<file path="config.mk">
export PLATFORM = sky130hd
export DESIGN_NAME = serial_subtractor
export DESIGN_NICKNAME = d
export VERILOG_FILES = /design/src/rtl/serial_subtractor.sv
export SDC_FILE = /design/constraint.sdc
export NUM_CORES = 1
export LEC_CHECK = 0
export BUFFER_PORTS_ARGS = -buffer_cell sky130_fd_sc_hd__buf_2
export CAP_MARGIN = 20
export CORE_MARGIN = 2
export CORE_UTILIZATION = 45
export DETAILED_ROUTE_END_ITERATION = 8
export PLACE_DENSITY = 0.65
export SYNTH_ARGS = -nofsm -noshare
export SYNTH_HDL_FRONTEND = slang
export SYNTH_SLANG_ARGS = --single-unit
export TNS_END_PERCENT = 100
</file>
<file path="constraint.sdc">
create_clock -name clk -period 2.6 [get_ports clk]
set_clock_uncertainty 0.1 [all_clocks]
set_input_delay 0.78 -clock clk [delete_from_list [all_inputs] [get_ports clk]]
set_output_delay 0.78 -clock clk [all_outputs]
set_load 0.1 [all_outputs]
</file>
<file path="src/rtl/serial_subtractor.sv">
`default_nettype none
// ============================================================================
// Module      : serial_subtractor
// Description : Bit-serial, LSB-first a - b with borrow and signed overflow
//               flags, wrapped in a valid/ready start and result handshake.
// Revision    : 1.0 - initial release
// ============================================================================
module serial_subtractor #(
    parameter int WIDTH = 8
) (
    input  logic             clk,
    input  logic             rst,
    input  logic             start_valid,
    output logic             start_ready,
    input  logic [WIDTH-1:0] a,
    input  logic [WIDTH-1:0] b,
    output logic             result_valid,
    input  logic             result_ready,
    output logic [WIDTH-1:0] diff,
    output logic             borrow_out,
    output logic             overflow
);

    localparam int                 CNT_W      = (WIDTH > 2) ? $clog2(WIDTH) : 1;
    localparam logic [CNT_W-1:0]   c_LAST_BIT = CNT_W'(WIDTH - 1);

    typedef enum logic [1:0] {
        IDLE = 2'd0,
        BUSY = 2'd1,
        DONE = 2'd2
    } state_t;

    state_t           r_state;
    logic [WIDTH-1:0] r_a;
    logic [WIDTH-1:0] r_b;
    logic [WIDTH-1:0] r_diff;
    logic             r_borrow;
    logic [CNT_W-1:0] r_cnt;
    logic             r_recover;

    logic w_ai;
    logic w_bi;
    logic w_d;
    logic w_bout;

    // Operands rotate right once per bit, so after WIDTH bits they are back
    // in their latched order and the sign bits are available for overflow.
    assign w_ai   = r_a[0];
    assign w_bi   = r_b[0];
    assign w_d    = w_ai ^ w_bi ^ r_borrow;
    assign w_bout = (~w_ai & w_bi) | (~(w_ai ^ w_bi) & r_borrow);

    always_ff @(posedge clk) begin
        if (rst) begin
            r_state   <= IDLE;
            r_a       <= '0;
            r_b       <= '0;
            r_diff    <= '0;
            r_borrow  <= 1'b0;
            r_cnt     <= '0;
            r_recover <= 1'b0;
        end else begin
            case (r_state)
                IDLE: begin
                    // The first IDLE cycle after a result handshake never accepts.
                    r_recover <= 1'b0;
                    if (start_valid && !r_recover) begin
                        r_a      <= a;
                        r_b      <= b;
                        r_borrow <= 1'b0;
                        r_cnt    <= '0;
                        r_state  <= BUSY;
                    end
                end
                BUSY: begin
                    r_a      <= {r_a[0], r_a[WIDTH-1:1]};
                    r_b      <= {r_b[0], r_b[WIDTH-1:1]};
                    r_diff   <= {w_d, r_diff[WIDTH-1:1]};
                    r_borrow <= w_bout;
                    r_cnt    <= r_cnt + CNT_W'(1);
                    if (r_cnt == c_LAST_BIT) begin
                        r_state <= DONE;
                    end
                end
                DONE: begin
                    if (result_ready) begin
                        r_state   <= IDLE;
                        r_recover <= 1'b1;
                    end
                end
                default: begin
                    r_state <= IDLE;
                end
            endcase
        end
    end

    assign start_ready  = (r_state == IDLE);
    assign result_valid = (r_state == DONE);
    assign diff         = r_diff;
    assign borrow_out   = r_borrow;
    assign overflow     = (r_a[WIDTH-1] ^ r_b[WIDTH-1]) & (r_diff[WIDTH-1] ^ r_a[WIDTH-1]);

endmodule
`default_nettype wire

</file>
==> metrics.md, run 1 <==
| Metric | Value |
|---|---|
| Post-CTS Setup Bufs | `0` |
| CP peak stage delay | `0.44 ns` |
| Post-synth top cells | `nand2_1 (51), dfxtp_1 (31), nand2b_1 (17), a31oi_1 (10)` |
| Detailed Place HPWL | `2.345 mm` |
| Placed Instances | `252` |
| Vias in the first global route | `about 1.4k` |
| Crit path DAT | `roughly 1.4 ns` |
| Synth cell types | `28` |
| TNS Setup | `0 ns` |
| Die area | `3931 µm²` |
| Synth Area per Inst | `8.380 µm²` |
| Post-route cell area | `1785 µm²` |
| DIE WIDTH | `62.70 µm` |
| I/O Pins | `32` |
| Crit path kind | `register to primary output` |
| Ranking of synthesized cells by area | `dfxtp_1 (40%), nand2_1 (12%), nand2b_1 (6.9%)` |
| Final Instance Count excl. Fillers | `260` |
| Yosys reg bits | `31` |
| Final net count | `approximately 240` |
| Dpl cell area | `1735 µm²` |
| Clk buf depth | `2` |
| Clock-pin slew of the registers on the worst-case setup and hold paths | `0.09 ns` |
| Leak Pwr | `0.6887 nW` |
| Clock latency on the worst-skew pair | `0.33 ns` |
| Ys flop type | `dfxtp_1` |
| CTS Root Cell | `clkbuf_4` |
| Filler cells | `343` |
| Ys async rst share | `0` |
| RePlAce Congestion | `~0.73` |
| Final WS setup | `0.3191 ns` |
| Post-synth top area share | `0.4003` |
| DRT Pass-1 Iters | `4` |
| Family with the most delay on the worst path | `flip-flops` |
| Pwr per Cell Area | `573.3 nW/µm²` |
| Vias | `1405` |
| Final hold vios | `0` |
| CP Capture Type | `primary output` |
| Slew HR | `0.6778` |
| Slew Viols, Final | `0` |
| CP max-delay cell | `dfxtp_1` |
| Worst vdd ir | `approximately 260 µV` |
| Worst-Margin Slew | `around 0.49 ns` |
| Antenna violations before repair | `0` |
| Post-synthesis cell area | `1550 µm²` |
| Final Cycle Share | `0.8773` |
| Register area share after synthesis | `0.4003` |
| F_max | `438.4 MHz` |
| Buf+Inv Stages, Crit Path | `1` |
| Tot GR Track Use | `0.1944` |
| Post-route DRC | `0` |
| Synthesis-to-finish area growth | `15.17%` |
| Post-synth net total | `208` |
| Max Cap Violations | `0` |
| Rows | `21` |
| WL final | `about 3.4 mm` |
| Element type at the critical path start | `register` |
| TritonCTS buffer count | `5` |
| CP cell instances | `nand2_1 > o21ai_4 > buf_2` |
| Initial cell density of the core | `0.4683` |
| Min Clock Period, post-route | `2.281 ns` |
| RSZ-0062 raised after global routing | `no` |
| Global-route wire length before repair | `6.085 mm` |
| Cell taking the most area after synthesis | `dfxtp_1` |
| Fraction of layout cells with a size suffix above 1 | `0.2757` |
| Post-route ant nets | `0` |
| Outcome | `complete, no violations` |
| Hold/Removal Path Class | `register to register` |
| Number of flops mapped to enable cells by yosys | `0` |
| Initial DRC Count | `122` |
| Hold_ws | `around 0.36 ns` |
| Core Footprint | `about 3300 µm²` |
| Vias per cell | `roughly 5.4` |
| Pre-CTS setup slack | `0.6500 ns` |
| Final setup violation count | `0` |
| Total congestion overflow | `0` |
| Fin util | `0.5393` |
| Critical Path Fanout Max | `5` |
| Overall Power | `1.024 mW` |
| Synthesis warning total | `0` |
| Worst Path Required | `1.72 ns` |
| Port-buffer cells | `31` |
| Number of H-tree branching levels | `2` |
| CTS tree | `done` |
| Hold_buf cts | `0` |
| Largest net degree at the start of global routing | `24` |
| Count leader, synth | `nand2_1` |
| DIE HEIGHT | `62.70 µm` |
| # clock sinks | `31` |
| Cell count after synthesis | `185` |
| CTS resizes | `0` |
| Diode count | `0` |
| Mean routed wirelength per cell | `roughly 13 µm` |
## tightest hold or removal path, stage by stage (launching register included)
cell	delay (ns)
dfxtp_1	0.32
nand2_1	0.05
a21oi_1	0.06
## cell type report
class / instances / area, µm² / area share
clock buffer: 7 / 45.04 / 0.02523
clock inverter: 1 / 5.005 / 0.002803
inverter: 4 / 15.01 / 0.008409
multi-input combinational: 134 / 829.5 / 0.4646
sequential: 31 / 620.6 / 0.3476
tap: 46 / 57.56 / 0.03224
timing repair buffer: 37 / 212.7 / 0.1191
## flip-flops by register name, summed over array words and instances, names as in the netlist
register,flops
r_recover,1
r_cnt,3
borrow_out,1
r_b,8
r_state,2
diff,8
r_a,8
## layer usage
layer / vias up / part of all wire / track usage
met1: 654 / 0.44 / 0.2379
met5: - / 0 / 0
met3: 7 / 0.058 / 0.06847
li1: 703 / - / -
met4: 0 / 0.020 / 0.06944
met2: 41 / 0.48 / 0.3159
## worst paths after layout
kind / cells past startpoint / endpoint / startpoint / slack (ns)
worst max-delay path: 3 / overflow / r_a[7]$_SDFFE_PP0P_ / 0.32
worst min register to register: 2 / diff[0]$_SDFFE_PP0N_ / diff[0]$_SDFFE_PP0N_ / 0.36
worst min-delay path: 2 / diff[0]$_SDFFE_PP0N_ / diff[0]$_SDFFE_PP0N_ / 0.36
worst max register to register: 5 / diff[7]$_SDFFE_PP0N_ / r_state[0]$_SDFFE_PP0P_ / 0.95
## power breakdown
group | switching (mW) | total (mW) | internal (mW)
clock network | 0.157 | 0.263 | 0.105
registers | 0.0289 | 0.537 | 0.508
logic | 0.146 | 0.224 | 0.0782
total | 0.332 | 1.02 | 0.691
## cell usage in the layout (no fill, tap or decap), drive strengths merged, types with 4 or more instances in the layout
cell	count
a21oi	10
a31oi	16
buf	37
clkbuf	7
dfxtp	31
inv	4
nand2	51
nand2b	17
nor2	4
o21ai	5
o311ai	16
## cells by family after synthesis
kind of cell | Yosys count | synth area share
AND/OR/NAND/NOR | 81 | 0.2349
AO/OA/AOI/OAI | 50 | 0.2607
flip-flops | 31 | 0.4003
buffers and inverters | 20 | 0.07505
adder cells (fa/ha/maj) | 3 | 0.02905
(Power assumes the default switching activity.)
==> run 2: changes to the inputs <==
- ABC_AREA: default -> 1
- PLACE_DENSITY: 0.65 -> 0.64
==> metrics.md, run 2 <==
| Metric | Value |
|---|---|
| Number of H-tree branching levels | `2 (unchanged)` |
| Met2 usage | `0.2934 (-0.02244)` |
| Dpl cell area | `1730 µm² (-0.29%)` |
| CTS resizes | `0 (unchanged)` |
| Largest net degree at the start of global routing | `46 (+92%)` |
| Synth cell types | `19 (-32%)` |
| Rows | `21 (unchanged)` |
| Vias per cell | `4.635 (-14%)` |
| Synth Area in XOR/XNOR | `0 (unchanged)` |
| TNS Setup | `0 ns (unchanged)` |
| Crit path kind | `register to primary output` |
| # clock sinks | `31 (unchanged)` |
| Post-Synth Adder-Cell Area | `0.02828 (-0.0007760)` |
| DIE WIDTH | `63.50 µm (+1.3%)` |
| Vias | `1423 (+1.3%)` |
| Mean routed wirelength per cell | `10.48 µm (-20%)` |
| Element type at the critical path start | `register` |
| Most frequent cells in the layout | `nand2_1 (53), nor2_1 (49), buf_2 (31)` |
| WL final | `3.216 mm (-6.0%)` |
| Mux cell area share after synthesis | `0 (unchanged)` |
| Core Footprint | `3363 µm² (+1.6%)` |
| Post-synth top cells | `nand2_1 (53), nor2_1 (51), dfxtp_1 (31), nand3_1 (29), inv_1 (20)` |
| Busiest metal layer after global routing | `met2` |
| Post-route cell area | `1799 µm² (+0.77%)` |
| Slew HR | `0.6747 (-0.003006)` |
| Min Clock Period, post-route | `2.357 ns (+0.07571 ns)` |
| Post-synth top area share | `0.3896 (-0.01069)` |
| TritonCTS buffer count | `5 (unchanged)` |
| CP cell instances | `inv_1 > o21ai_0 > o21ai_0 > inv_1 > buf_2` |
| Ys async rst share | `0 (unchanged)` |
| Worst Path Required | `1.72 ns (about the same)` |
| DIE HEIGHT | `63.50 µm (+1.3%)` |
| Initial DRC Count | `65 (-47%)` |
| CP Capture Type | `primary output` |
| Post-route ant nets | `0 (unchanged)` |
| Buf+Inv Stages, Crit Path | `3 (+2)` |
| Vias in the first global route | `1328 (-5.2%)` |
| CP max-delay cell | `buf_2` |
| Synthesis-to-finish area growth | `12.96%` |
| RePlAce Congestion | `0.7403 (+1.3%)` |
| CTS tree | `done` |
| Worst vdd ir | `337.9 µV (+31%)` |
| Post-synth net total | `256 (+23%)` |
| Final Cycle Share | `0.9064 (+0.02912)` |
| Clock latency on the worst-skew pair | `0.33 ns (about the same)` |
| Register area share after synthesis | `0.3896 (-0.01069)` |
| Post-synthesis cell area | `1593 µm² (+2.7%)` |
| Crit path DAT | `1.48 ns (+0.08 ns)` |
| Total congestion overflow | `0 (unchanged)` |
| I/O Pins | `32 (unchanged)` |
| Ranking of synthesized cells by area | `dfxtp_1 (39%), nand2_1 (12%), nor2_1 (12%)` |
| Final net count | `283 (+20%)` |
| GR met1 Demand/Resource | `0.2067 (-0.03121)` |
| Clk buf depth | `2 (unchanged)` |
| Max Cap Violations | `0 (unchanged)` |
| Count leader, synth | `nand2_1` |
| Diode count | `0 (unchanged)` |
| Critical Path Fanout Max | `3 (-2)` |
| Tot GR Track Use | `0.1744 (-0.01999)` |
| Hold_buf cts | `0 (unchanged)` |
| Most common library cell in the layout ignoring fill and taps | `nand2_1` |
| DRT Pass-1 Iters | `4 (unchanged)` |
| Number of flops mapped to enable cells by yosys | `0 (unchanged)` |
| Initial cell density of the core | `0.4736 (+0.005332)` |
| Port-buffer cells | `31 (unchanged)` |
| Cell taking the most area after synthesis | `dfxtp_1` |
| Hold_ws | `0.3704 ns (+0.005481 ns)` |
| Compound-Gate Fraction of Synth Area | `0.05970 (-0.2010)` |
| Leak Pwr | `0.9173 nW (+33%)` |
| Clock-pin slew of the registers on the worst-case setup and hold paths | `0.09 ns (about the same)` |
| Antenna violations before repair | `0 (unchanged)` |
| CP peak stage delay | `0.41 ns (-0.03 ns)` |
| Yosys reg bits | `31 (unchanged)` |
| Detailed Place HPWL | `2.072 mm (-12%)` |
| M3 GR Usage | `0.03929 (-0.02918)` |
| Ys flop type | `dfxtp_1` |
| Final hold vios | `0 (unchanged)` |
| Synth Area per Inst | `6.836 µm² (-18%)` |
| Cell count after synthesis | `233 (+26%)` |
| Synthesis warning total | `0 (unchanged)` |
| Die area | `4032 µm² (+2.6%)` |
| Fraction of layout cells with a size suffix above 1 | `0.2184 (-0.05731)` |
| F_max | `424.3 MHz (-3.2%)` |
| Pwr per Cell Area | `664.5 nW/µm² (+16%)` |
| Family with the most delay on the worst path | `buffers and inverters` |
| Final setup violation count | `0 (unchanged)` |
| Global-route wire length before repair | `5.582 mm (-8.3%)` |
| Outcome | `complete, no violations` |
| Hold/Removal Path Class | `register to register` |
| Post-CTS Setup Bufs | `0 (unchanged)` |
| Worst-Margin Slew | `0.4874 ns (+0.0007249 ns)` |
| RSZ-0062 raised after global routing | `no` |
| CTS Root Cell | `clkbuf_4` |
| Synth Area in Simple Gates | `0.4061 (+0.1713)` |
| Post-route DRC | `0 (unchanged)` |
| Slew Viols, Final | `0 (unchanged)` |
| Largest family of logic cells by synthesized area | `simple AND/OR/NAND/NOR gates` |
==> run 2: path summary, 6_finish.rpt <==
check | slack [ns] | cells past startpoint | from | to
setup / recovery | 0.24 | 5 | r_b[7]$_SDFFE_PP0P_ | overflow
hold / removal | 0.37 | 1 | r_cnt[0]$_SDFFE_PP0P_ | r_cnt[0]$_SDFFE_PP0P_
setup reg to reg | 0.88 | 5 | r_state[0]$_SDFFE_PP0P_ | r_cnt[0]$_SDFFE_PP0P_
hold reg to reg | 0.37 | 1 | r_cnt[0]$_SDFFE_PP0P_ | r_cnt[0]$_SDFFE_PP0P_
==> run 2: area by class of cell <==
type | instances | area (µm²)
clock buffers | 8 | 68.82
repair buffers | 33 | 170.2
fillers | 363 | 1564
flip-flops and latches | 31 | 621.8
multi-input cells | 166 | 792.0
well taps | 46 | 57.56
inverters | 23 | 88.84
==> run 2: through the flow <==
step / setup WS, ns / total power, mW / instances / utilization
5_1_grt: 0.1311 / 1.265 / 307 / 0.5350
2_1_floorplan: 0.2835 / 0.8388 / 233 / -
4_1_cts: 0.2279 / 1.208 / 307 / 0.5350
3_3_place_gp: 0.6594 / 0.8868 / 299 / 0.5145
3_5_place_dp: 0.5946 / 0.8892 / 299 / 0.5145
6_report: 0.2434 / 1.196 / 307 / 0.5350
==> run 2: cells by family after synthesis <==
kind of cell | Yosys count
compound gates | 19
simple gates | 144
fa+ha+maj | 3
buf+inv | 36
flops | 31
==> run 2: layer usage <==
metal	wire length [µm]	share of wire
met1	1583	0.49
met2	1471	0.46
met3	131	0.041
met4	29	0.0090
met5	0	0
==> run 2: power by group <==
| group | internal (mW) | switching [mW] |
|---|---|---|
| Combinational | 0.0861 | 0.246 |
| Sequential | 0.518 | 0.0257 |
| Clock | 0.159 | 0.161 |
